==> src/rtl/openhw_ramfifo.sv <==
// ---------------------------------------------------------------------------
// openhw_ramfifo
//   Valid/ready FIFO whose storage lives in an external 1R1W byte-enable RAM.
//   The RAM read port is registered: a read is launched by asserting RamCE1
//   with RamRA1, and RamRd1 then holds that entry until the next launch. The
//   head entry is therefore "fetched" one cycle ahead and parked on RamRd1,
//   which is also OutData.
//
// Ports
//   clk, reset            : clock, asynchronous active-high reset
//   Flush                 : synchronous discard of all contents
//   InValid/InReady/InData: producer side
//   OutValid/OutReady/OutData : consumer side (OutData == RamRd1)
//   Count                 : entries held, including the head
//   RamCE1/RamRA1/RamRd1  : RAM read port
//   RamCE2/RamWA2/RamWE2/RamBWE2/RamWD2 : RAM write port
// ---------------------------------------------------------------------------
module openhw_ramfifo #(
   parameter int  DEPTH = 1024,
   parameter int  WIDTH = 68,
   localparam int AW    = $clog2(DEPTH),
   localparam int CW    = AW + 1,
   localparam int BW    = (WIDTH - 1) / 8 + 1
) (
   input  logic             clk,
   input  logic             reset,
   input  logic             Flush,
   input  logic             InValid,
   output logic             InReady,
   input  logic [WIDTH-1:0] InData,
   output logic             OutValid,
   input  logic             OutReady,
   output logic [WIDTH-1:0] OutData,
   output logic [CW-1:0]    Count,
   output logic             RamCE1,
   output logic [AW-1:0]    RamRA1,
   input  logic [WIDTH-1:0] RamRd1,
   output logic             RamCE2,
   output logic [AW-1:0]    RamWA2,
   output logic             RamWE2,
   output logic [BW-1:0]    RamBWE2,
   output logic [WIDTH-1:0] RamWD2
);

   logic [AW-1:0] wr_ptr_q, wr_ptr_d;
   logic [AW-1:0] rd_ptr_q, rd_ptr_d;
   logic [CW-1:0] count_q, count_d;
   logic          head_valid_q, head_valid_d;

   logic          in_ready;
   logic          push;
   logic          pop;
   logic          fetch;
   logic [CW-1:0] unfetched;

   always_comb begin
      // Full blocks writes even when a pop is pending this cycle, so the
      // write address can never collide with the entry parked on the head.
      in_ready  = (count_q != CW'(DEPTH));
      // Gating with reset keeps both RAM ports quiet while reset is held.
      push      = InValid & in_ready & ~Flush & ~reset;
      pop       = head_valid_q & OutReady & ~Flush & ~reset;
      unfetched = count_q - {{AW{1'b0}}, head_valid_q};
      // Entries counted in count_q were written at an earlier edge, so any
      // of them is safe to read now; the entry being pushed this cycle is not
      // yet counted and cannot be fetched until the following cycle.
      fetch     = (unfetched != '0) & (~head_valid_q | pop) & ~Flush & ~reset;

      wr_ptr_d     = wr_ptr_q;
      rd_ptr_d     = rd_ptr_q;
      count_d      = count_q;
      head_valid_d = head_valid_q;

      if (push)  wr_ptr_d = wr_ptr_q + AW'(1);
      if (fetch) rd_ptr_d = rd_ptr_q + AW'(1);

      case ({push, pop})
         2'b10:   count_d = count_q + CW'(1);
         2'b01:   count_d = count_q - CW'(1);
         default: count_d = count_q;
      endcase

      // Popping without a replacement fetch leaves RamRd1 stale: mark empty.
      if (fetch)    head_valid_d = 1'b1;
      else if (pop) head_valid_d = 1'b0;

      if (Flush) begin
         wr_ptr_d     = '0;
         rd_ptr_d     = '0;
         count_d      = '0;
         head_valid_d = 1'b0;
      end
   end

   always_ff @(posedge clk or posedge reset) begin
      if (reset) begin
         wr_ptr_q     <= '0;
         rd_ptr_q     <= '0;
         count_q      <= '0;
         head_valid_q <= 1'b0;
      end else begin
         wr_ptr_q     <= wr_ptr_d;
         rd_ptr_q     <= rd_ptr_d;
         count_q      <= count_d;
         head_valid_q <= head_valid_d;
      end
   end

   assign InReady  = in_ready;
   assign OutValid = head_valid_q;
   assign OutData  = RamRd1;
   assign Count    = count_q;

   // Read port only strobes on a fetch so the head data stays put otherwise.
   assign RamCE1  = fetch;
   assign RamRA1  = rd_ptr_q;

   assign RamCE2  = push;
   assign RamWE2  = push;
   assign RamWA2  = wr_ptr_q;
   assign RamBWE2 = {BW{push}};
   assign RamWD2  = InData;

endmodule

==> config.mk <==
export PLATFORM = sky130hd
export DESIGN_NAME = openhw_ramfifo
export DESIGN_NICKNAME = d
export VERILOG_FILES = /design/src/rtl/openhw_ramfifo.sv
export SDC_FILE = /design/constraint.sdc
export NUM_CORES = 1
export LEC_CHECK = 0
export BUFFER_PORTS_ARGS = -buffer_cell sky130_fd_sc_hd__clkbuf_2
export CORE_AREA = 5 5 122 124
export DETAILED_ROUTE_END_ITERATION = 12
export DIE_AREA = 0 0 127 129
export SKIP_LAST_GASP = 1
export SLEW_MARGIN = 20
export SYNTH_ARGS = -nofsm -noshare
export SYNTH_HDL_FRONTEND = slang
export SYNTH_SLANG_ARGS = --single-unit
==> constraint.sdc <==
create_clock -name clk -period 4.15 [get_ports clk]
set_clock_uncertainty 0.1 [all_clocks]
set_input_delay 0.415 -clock clk [delete_from_list [all_inputs] [get_ports clk]]
set_output_delay 0.415 -clock clk [all_outputs]
set_load 0.005 [all_outputs]
# Word-level counts from Yosys, hierarchy flattened
# Index checks and enable logic that the tools add are counted.
totals:
  reg_bits: 32
  latchBits: 0
  ram_bits: 0
  rom_bits: 0
  in_bits: 141
  out_inout_bits: 181
  word_cells: 39
  mem_count: 0
op_classes:
  add_sub_neg: 5
  mul: 0
  div: 0
  order_cmp: 0
  eq_ne: 3
  shifts: 0
  mux: 9
  bitwise_logic: 13
  n_reduce_logical: 5
ops:
  columns: ["op", "n"]
  rows:
  - ["$mux W10", 4]
  - ["$pmux W11 S2", 1]
  - ["$add A10 B1 Y10 const B", 2]
  - ["$add A11 B1 Y11 const B", 1]
  - ["$mux W11", 1]
  - ["$ne A11 B11 Y1 const B", 1]
  - ["$reduce_bool A11 Y1", 1]
  - ["$sub A11 B1 Y11", 1]
  - ["$sub A11 B1 Y11 const B", 1]
  - ["$and A1 B1 Y1", 9]
  - ["$reduce_bool A3 Y1", 2]
  - ["$reduce_bool A2 Y1", 2]
  - ["$mux W1", 3]
  - ["$not A1 Y1", 3]
  - ["$eq A2 B1 Y1 const B", 1]
  - ["$eq A2 B2 Y1 const B", 1]
  - ["$or A1 B1 Y1", 1]

# Logic depth before layout (Yosys ltp)
# Gate-level depths: netlist (run 1).
logic_depth:
  word_depth: 9
  mapped_depth: 11
  depth_no_buf: 11

# Worst setup path before layout (run 1)
# OpenSTA, ideal clock, no wires.
synth_path:
  kind: "register to register"
  from: "reg count_q[9], in the netlist Count[9]"
  to: "reg count_q[10], in the netlist Count[10]"
  setup_time_ns: 0.128
  t_arrival_ns: 3.485
  t_required_ns: 3.922
  setup_slack_ns: 0.437
  stages_incl_launch_ff: 12
  synth_period_minus_slack_ns: 3.713
  cell_sequence: "dfrtp_1 or4_4 o31a_1 or3_1 inv_1 ha_1 nor2b_1 o31a_1 o21ai_0 o21ai_0 mux2i_1 mux2_1"
synth_via:
  elab_chain_cells: 7
synth_lines:
  columns: ["item", "line_no", "rtl"]
  rows:
  - ["start: declaration", "47", "logic [CW-1:0] count_q, count_d;"]
  - ["start signal: assignment", "104", "count_q <= count_d;"]
  - ["$ne A11 B11 Y1", "59", "in_ready = (count_q != CW'(DEPTH));"]
  - ["$and A1 B1 Y1 (3 in a row)", "61", "push = InValid & in_ready & ~Flush & ~reset;"]
  - ["$eq A2 B1 Y1 or $eq A2 B2 Y1 (tied branches)", "77", "case ({push, pop})"]
  - ["$pmux W11 S2", "77", null]
  - ["$mux W11", "87", "if (Flush) begin"]
# Several ways; a longest one is shown, not always the timed one.
# A chain may end at the register's enable or synchronous reset.

# Worst setup path after layout (run 1)
layout_path:
  from: "reg count_q[1], in the netlist Count[1]"
  to: "reg count_q[10], in the netlist Count[10]"
# Same word-level chain as after synthesis.

==> results of run 1 <==
-- flip-flops by register name, indices dropped and copies added (netlist names) --
| register | cells |
|---|---|
| OutValid | 1 |
| RamWA2 | 10 |
| RamRA1 | 10 |
| Count | 11 |
-- area by class of cell --
cell class                 count  share of cell area
multi-input combinational    166               0.437
sequential                    32               0.304
timing repair buffer          53               0.105
tap                          180              0.0855
clock buffer                   7              0.0542
inverter                       8              0.0124
clock inverter                 1             0.00285
-- power by group --
group          leakage (nW)  internal [W]  switching (W)
Clock                0.0701      0.000239       0.000129
Sequential            0.441      0.000331      0.0000282
Combinational         0.769     0.0000717       0.000107
Total                  1.28      0.000641       0.000264
-- cells in the mapped netlist (3+ instances only) --
cell,n,area (sq um)
nor2b_1,3,18.8
or3_1,3,18.8
nand3_1,7,35.0
nand2_1,28,105
buf_4,146,1100
dfrtp_1,32,801
o31ai_2,3,37.5
a21oi_1,6,30.0
a211oi_1,3,22.5
o21a_1,3,22.5
a21o_1,3,22.5
xor2_1,10,87.6
nand4_1,8,50.1
a22o_1,3,26.3
o41ai_2,3,48.8
and3_1,3,18.8
mux2i_1,5,50.1
o21ai_0,12,60.1
xnor2_1,6,52.6
nor2_1,22,82.6
inv_1,7,26.3
ha_1,12,150
-- stage by stage --
step	std cells	worst slack [ns]
after global routing	447	0.0262
after detailed placement	439	0.261
after global placement	439	0.322
final	447	0.247
after floorplan	355	0.437
after CTS	447	0.243
-- logic make-up (layout without fill, tap and decap cells) --
family / Yosys count / count (layout) / synth area share
XOR/XNOR: 17 / 17 / 0.0505
flip-flops: 32 / 32 / 0.258
buffers and inverters: 157 / 69 / 0.370
adder cells (fa/ha/maj): 13 / 13 / 0.0549
AO/OA/AOI/OAI: 47 / 47 / 0.117
multiplexers: 6 / 6 / 0.0198
AND/OR/NAND/NOR: 83 / 83 / 0.129
-- worst max-delay path, delay by kind of cell (launching register included) --
family                     cells  cell delay (ns)
AOI/OAI and AO/OA              4             1.04
and+or+nand+nor                3             1.24
adders and majority gates      1             0.40
DFF                            1             0.43
muxes                          2             0.57
-- worst paths after layout --
| path | from | to | slack (ns) |
|---|---|---|---|
| max in group asynchronous | reset | Count[8] | 3.39 |
| min reg2reg | RamRA1[9] | RamRA1[9] | 0.38 |
| min | reset | RamRA1[7] | 0.24 |
| max | Count[1] | Count[10] | 0.25 |
| min in group clk | RamRA1[9] | RamRA1[9] | 0.38 |
| max reg2reg | Count[1] | Count[10] | 0.25 |
-- cell usage in the layout (no fill, tap or decap), drive strengths merged, types with 4 or more instances in the layout --
master  count
o21ai      12
dfrtp      32
mux2i       5
inv         8
o31ai       4
nand4       8
clkbuf     56
buf         4
nor2       23
nand2      28
a21oi       7
xor2       10
ha         12
a21o        4
nand3       7
xnor2       7
o41ai       4
-- routing by layer --
metal / vias to the layer above / share of wire / track usage
met5: - / 0 / 0
met4: 0 / 0.052 / 0.0479
met3: 51 / 0.10 / 0.0407
met2: 112 / 0.47 / 0.138
met1: 907 / 0.37 / 0.0887
li1: 872 / - / -
==> implementation parameters, run 1 <==
Parameter                              Value

Cells and area
  Number of antenna repair diodes    0
  Layout area overhead    -15.0%
  Final non-filler cell area    2630 sq um
  Final-stage net count    420
  Final core utilization    0.193
  Fill cell total of the finished layout    1541
  Layout cells sized above 1    0.281
  Multi-input gate area    1150 sq um
  Sequential cell area    801 sq um

Critical path
  Delay of the slowest cell on the worst path    0.60 ns
  Ordered list of cells on the worst path    or4_4, o31a_1, or3_1, fa_1, nor2b_1, o31a_1, o21ai_0, o21ai_0, mux2i_1, mux2_1
  Critical-path maximum fanout    5
  Highest-delay cell along the critical path    or4_4
  Required time at the worst-slack endpoint    4.20 ns
  Logic depth of the worst register-to-register path    10
  Crit Path Class    flop to flop
  Signal arrival time at the worst endpoint    3.95 ns
  Crit path capture type    flop
  Startpoint type of the worst setup path    flop

Synthesis
  Synth Area per Inst    8.73 sq um
  Share of async-settable or async-resettable flops after synthesis    1.00
  Synthesized flop and latch total    32
  Synth warnings    0
  Sequential share of the synthesized area    0.258
  Ys flop type    dfrtp_1
  Number of standard cells after synthesis    355
  Netlist area before placement    3100 sq um
  Mapped Nets    509
  Count of cell types in the netlist    45
  Number of synthesized flops with an enable pin    0

Timing
  Final period utilization    0.940
  Pins Over Slew Limit    0
  Setup repair after global routing missed its margin    false
  Count of final hold-check violations    0
  Final setup fails    0
  Worst-margin pin slew    0.927 ns
  Setup TNS after final layout    0 ns
  Fmax    256 MHz
  Relative slew slack    0.382
  Tightest hold margin    0.243 ns
  Period minus WS final    3.90 ns

Power and ir drop
  Worst vdd rail ir drop    0.000143 V
  Pwr dens    344 nW/um^2
  Total power after layout    0.000906 W
  Leakage power summed over all cells    1.28 nW

Min path
  Class of the tightest hold or removal check    input port to async pin

Floorplanning
  Core ar.    13700 sq um
  Number of I/O pins    322
  Vertical extent of the die    129 um
  Effective utilization at floorplan    0.227
  Total Die Area    16400 sq um
  Number of cell rows    43
  Horizontal extent of the die    127 um

Clock network
  Clock buffer count from CTS    5
  Setup repair bufs after CTS    0
  Max Buffers Root-to-Sink    2
  Number of hold-repair buffers added at the cts stage    0
  Resized Gates After CTS    0
  Clock tree from TritonCTS    done
  Deepest level of the CTS H-tree    2
  Cell at the root of the clock tree    clkbuf_16
  Clock slew seen by the registers of the worst setup and hold paths    0.06 ns
  Number of sinks handled by clock tree synthesis    32
  Clock latency on the worst-skew pair    0.27 ns

GRT
  Via count of the first global-routing pass    1969
  GRT Resource Usage Total    0.0842
  Number of antenna violations at the first check in global routing    0
  Residual overflow from global routing    0
  Pin count of the biggest net entering global routing    34
  Wire length of the first global-routing pass    11.1 mm

Placement
  Number of port buffers    49
  Post-place instance area    2480 sq um
  Final weighted congestion in routability-driven placement    0.855
  Post-DP HPWL    5.73 mm

Route
  DRC violation total after the first TritonRoute iteration    70
  Final ANT Viol Nets    0
  Detailed-routing iteration count for the pre-antenna-repair pass    4
  Post-Route WL    7.09 mm
  Post-route DRC violation count    0
  Total number of vias    1942
  Detail-routed net length per standard cell    15.9 um
  Vias per Instance    4.34

Flow run
  Max cap viols    0

Outcome
  Result of the run    complete, no violations
(Power assumes the default switching activity.)
==> run 2: changes to the inputs <==
CAP_MARGIN = 20   (was default)
CTS_CLUSTER_SIZE = 16   (was default)
PLACE_DENSITY = 0.57   (was default)
==> run 2 against run 1 <==
Compared with the run above:
- fmax about the same
- die area unchanged
- routed wire length increased by 3.5%
- sequential share of layout area decreased by 0.072 points
- cell count decreased by 0.22%
- highest routed layer unchanged
==> implementation parameters, run 2 (synthesized netlist as in run 1, its figures left out) <==
Parameter                              Value

Cells and area
  Number of antenna repair diodes    0 (unchanged)
  Flip-flop count of the largest register, all copies and words added    11 (unchanged)
  Layout area overhead    -14.8%
  Most common cell after layout, fill and taps aside    clkbuf_2
  Final-stage net count    419 (-0.24%)
  Layout cells sized above 1    0.278 (-0.00270)
  Highest-count cells in the layout ignoring fill and taps    clkbuf_2 (49), dfrtp_1 (32), nand2_1 (28)

GRT
  Wire length of the first global-routing pass    10.9 mm (-1.8%)
  Via count of the first global-routing pass    1916 (-2.7%)
  Pin count of the biggest net entering global routing    23 (-32%)
  Residual overflow from global routing    0 (unchanged)
  Number of antenna violations at the first check in global routing    0 (unchanged)
  Global routing usage on met1    0.0828 (-0.00587)
  GRT Resource Usage Total    0.0858 (+0.00154)
  Met3 track demand over resource in global routing    0.0303 (-0.0104)
  Most utilized layer in the global route result    met2
  Met2 Usage GRT    0.150 (+0.0115)

Clock network
  Number of sinks handled by clock tree synthesis    32 (unchanged)
  Max Buffers Root-to-Sink    2 (unchanged)
  Clock slew seen by the registers of the worst setup and hold paths    0.06 ns (about the same)
  Deepest level of the CTS H-tree    2 (unchanged)
  Clock buffer count from CTS    5 (unchanged)
  Clock latency on the worst-skew pair    0.28 ns (about the same)
  Cell at the root of the clock tree    clkbuf_16
  Clock tree from TritonCTS    done

Critical path
  Crit path capture type    flop
  Signal arrival time at the worst endpoint    3.97 ns (+0.02 ns)
  Startpoint type of the worst setup path    flop
  Required time at the worst-slack endpoint    4.22 ns (+0.02 ns)
  Logic depth of the worst register-to-register path    12 (+2)
  Critical-path maximum fanout    5 (unchanged)
  Crit Path Class    flop to flop

Placement
  Post-DP HPWL    5.77 mm (+0.72%)
  Number of port buffers    49 (unchanged)
  Final weighted congestion in routability-driven placement    0.807 (-5.6%)

Power and ir drop
  Switching power summed over all nets    0.000269 W (+1.7%)
  Internal power summed over all cells    0.000682 W (+6.4%)
  Pwr dens    360 nW/um^2 (+4.8%)
  Worst vdd rail ir drop    0.000119 V (-16%)
  Switch share    0.283 (-0.00924)
  Fraction of power consumed by sequential logic    0.380 (-0.017)
  Leakage power summed over all cells    1.29 nW (+0.44%)
  Total power after layout    0.000951 W (+5.0%)
  Power share of the clock group    0.440 (+0.034)
  Part of the total power dissipated in combinational logic    0.179 (-0.018)

Timing
  Pins Over Slew Limit    0 (unchanged)
  Count of final hold-check violations    0 (unchanged)
  Period minus WS final    3.90 ns (+0.00141 ns)
  Setup TNS after final layout    0 ns (unchanged)
  Relative slew slack    0.375 (-0.00661)
  Fmax    256 MHz (about the same)
  Setup repair after global routing missed its margin    false
  Worst-margin pin slew    0.937 ns (+0.00991 ns)
  Final period utilization    0.941 (about the same)
  Final setup fails    0 (unchanged)

Floorplanning
  Effective utilization at floorplan    0.227 (unchanged)
  Horizontal extent of the die    127 um (unchanged)
  Number of I/O pins    322 (unchanged)
  Number of cell rows    43 (unchanged)
  Vertical extent of the die    129 um (unchanged)
  Total Die Area    16400 sq um (unchanged)
  Core ar.    13700 sq um (unchanged)

Route
  Detailed-routing iteration count for the pre-antenna-repair pass    4 (unchanged)
  DRC violation total after the first TritonRoute iteration    42 (-40%)
  Detail-routed net length per standard cell    16.4 um (+3.7%)
  Vias per Instance    4.30 (-1.1%)
  Final ANT Viol Nets    0 (unchanged)
  Post-Route WL    7.33 mm (+3.5%)
  Post-route DRC violation count    0 (unchanged)
  Total number of vias    1917 (-1.3%)

Flow run
  Max cap viols    0 (unchanged)

Min path
  Class of the tightest hold or removal check    input port to async pin

Outcome
  Result of the run    complete, no violations
## run 2: changes by cell type in the layout (fill, tap and decap cells not counted)
cell	before	now
buf_4	4	3
bufinv_16	0	1
clkbuf_8	1	0
clkinv_2	0	1
clkinvlp_4	1	0
o21ai_0	12	11
o21ai_1	0	1
## run 2: metal layers
metal	wire length (um)	up-vias
li1	-	868
met1	2590	898
met2	3600	92
met3	713	59
met4	433	0
met5	0	-
## run 2: worst paths after layout
kind	startpoint	end	slack (ns)
min reg2reg	RamWA2[9]	RamWA2[9]	0.37
max reg2reg	Count[9]	Count[9]	0.25
max	Count[9]	Count[9]	0.25
min	reset	OutValid	0.18
min in group clk	RamWA2[9]	RamWA2[9]	0.37
max in group asynchronous	reset	RamRA1[7]	3.08
## run 2: power groups by stage
stage          registers (W)  clock network (W)  logic (W)
2_1_floorplan       0.000360                  0   0.000225
3_3_place_gp        0.000365                  0   0.000174
3_5_place_dp        0.000367                  0   0.000174
4_1_cts             0.000362           0.000435   0.000176
5_1_grt             0.000365           0.000443   0.000199
6_report            0.000362           0.000419   0.000171
## run 2: layout make-up
| type | instances | area, sq um |
|---|---|---|
| Multi-Input combinational cell | 166 | 1150 |
| Sequential cell | 32 | 801 |
| Fill cell | 1539 | 11000 |
| Clock inverter | 2 | 35.0 |
| Inverter | 8 | 32.5 |
| Timing Repair Buffer | 52 | 268 |
| Clock buffer | 6 | 129 |
| Tap cell | 180 | 225 |
## run 2: worst max-delay path: stages, from the launching register on
cell,delay (ns)
dfrtp_1,0.41
or4_4,0.58
o31a_1,0.38
or3_1,0.40
inv_1,0.18
buf_4,0.17
ha_1,0.24
a211oi_1,0.31
o21bai_1,0.15
a31o_2,0.28
a211oi_1,0.28
xnor2_1,0.11
a22o_1,0.20
## run 2: what timing repair did
| action | 4_1_cts | 5_1_grt |
|---|---|---|
| resized for setup | 0 | 1 |
| setup buffers | 0 | 0 |
| hold buffers | 0 | 0 |
| setup endpoints to repair | 0 | 1 |
## run 2: through the flow
stage	cells	worst slack [ns]	instance area, sq um	utilization	hold slack, ns
final	446	0.246	2640	0.193	0.177
after global routing	446	0.0528	2640	0.193	0.251
after floorplan	355	0.437	3100	-	0.369
after detailed placement	438	0.205	2480	0.181	0.370
after CTS	446	0.187	2640	0.193	0.193
after global placement	438	0.309	2480	0.181	0.361
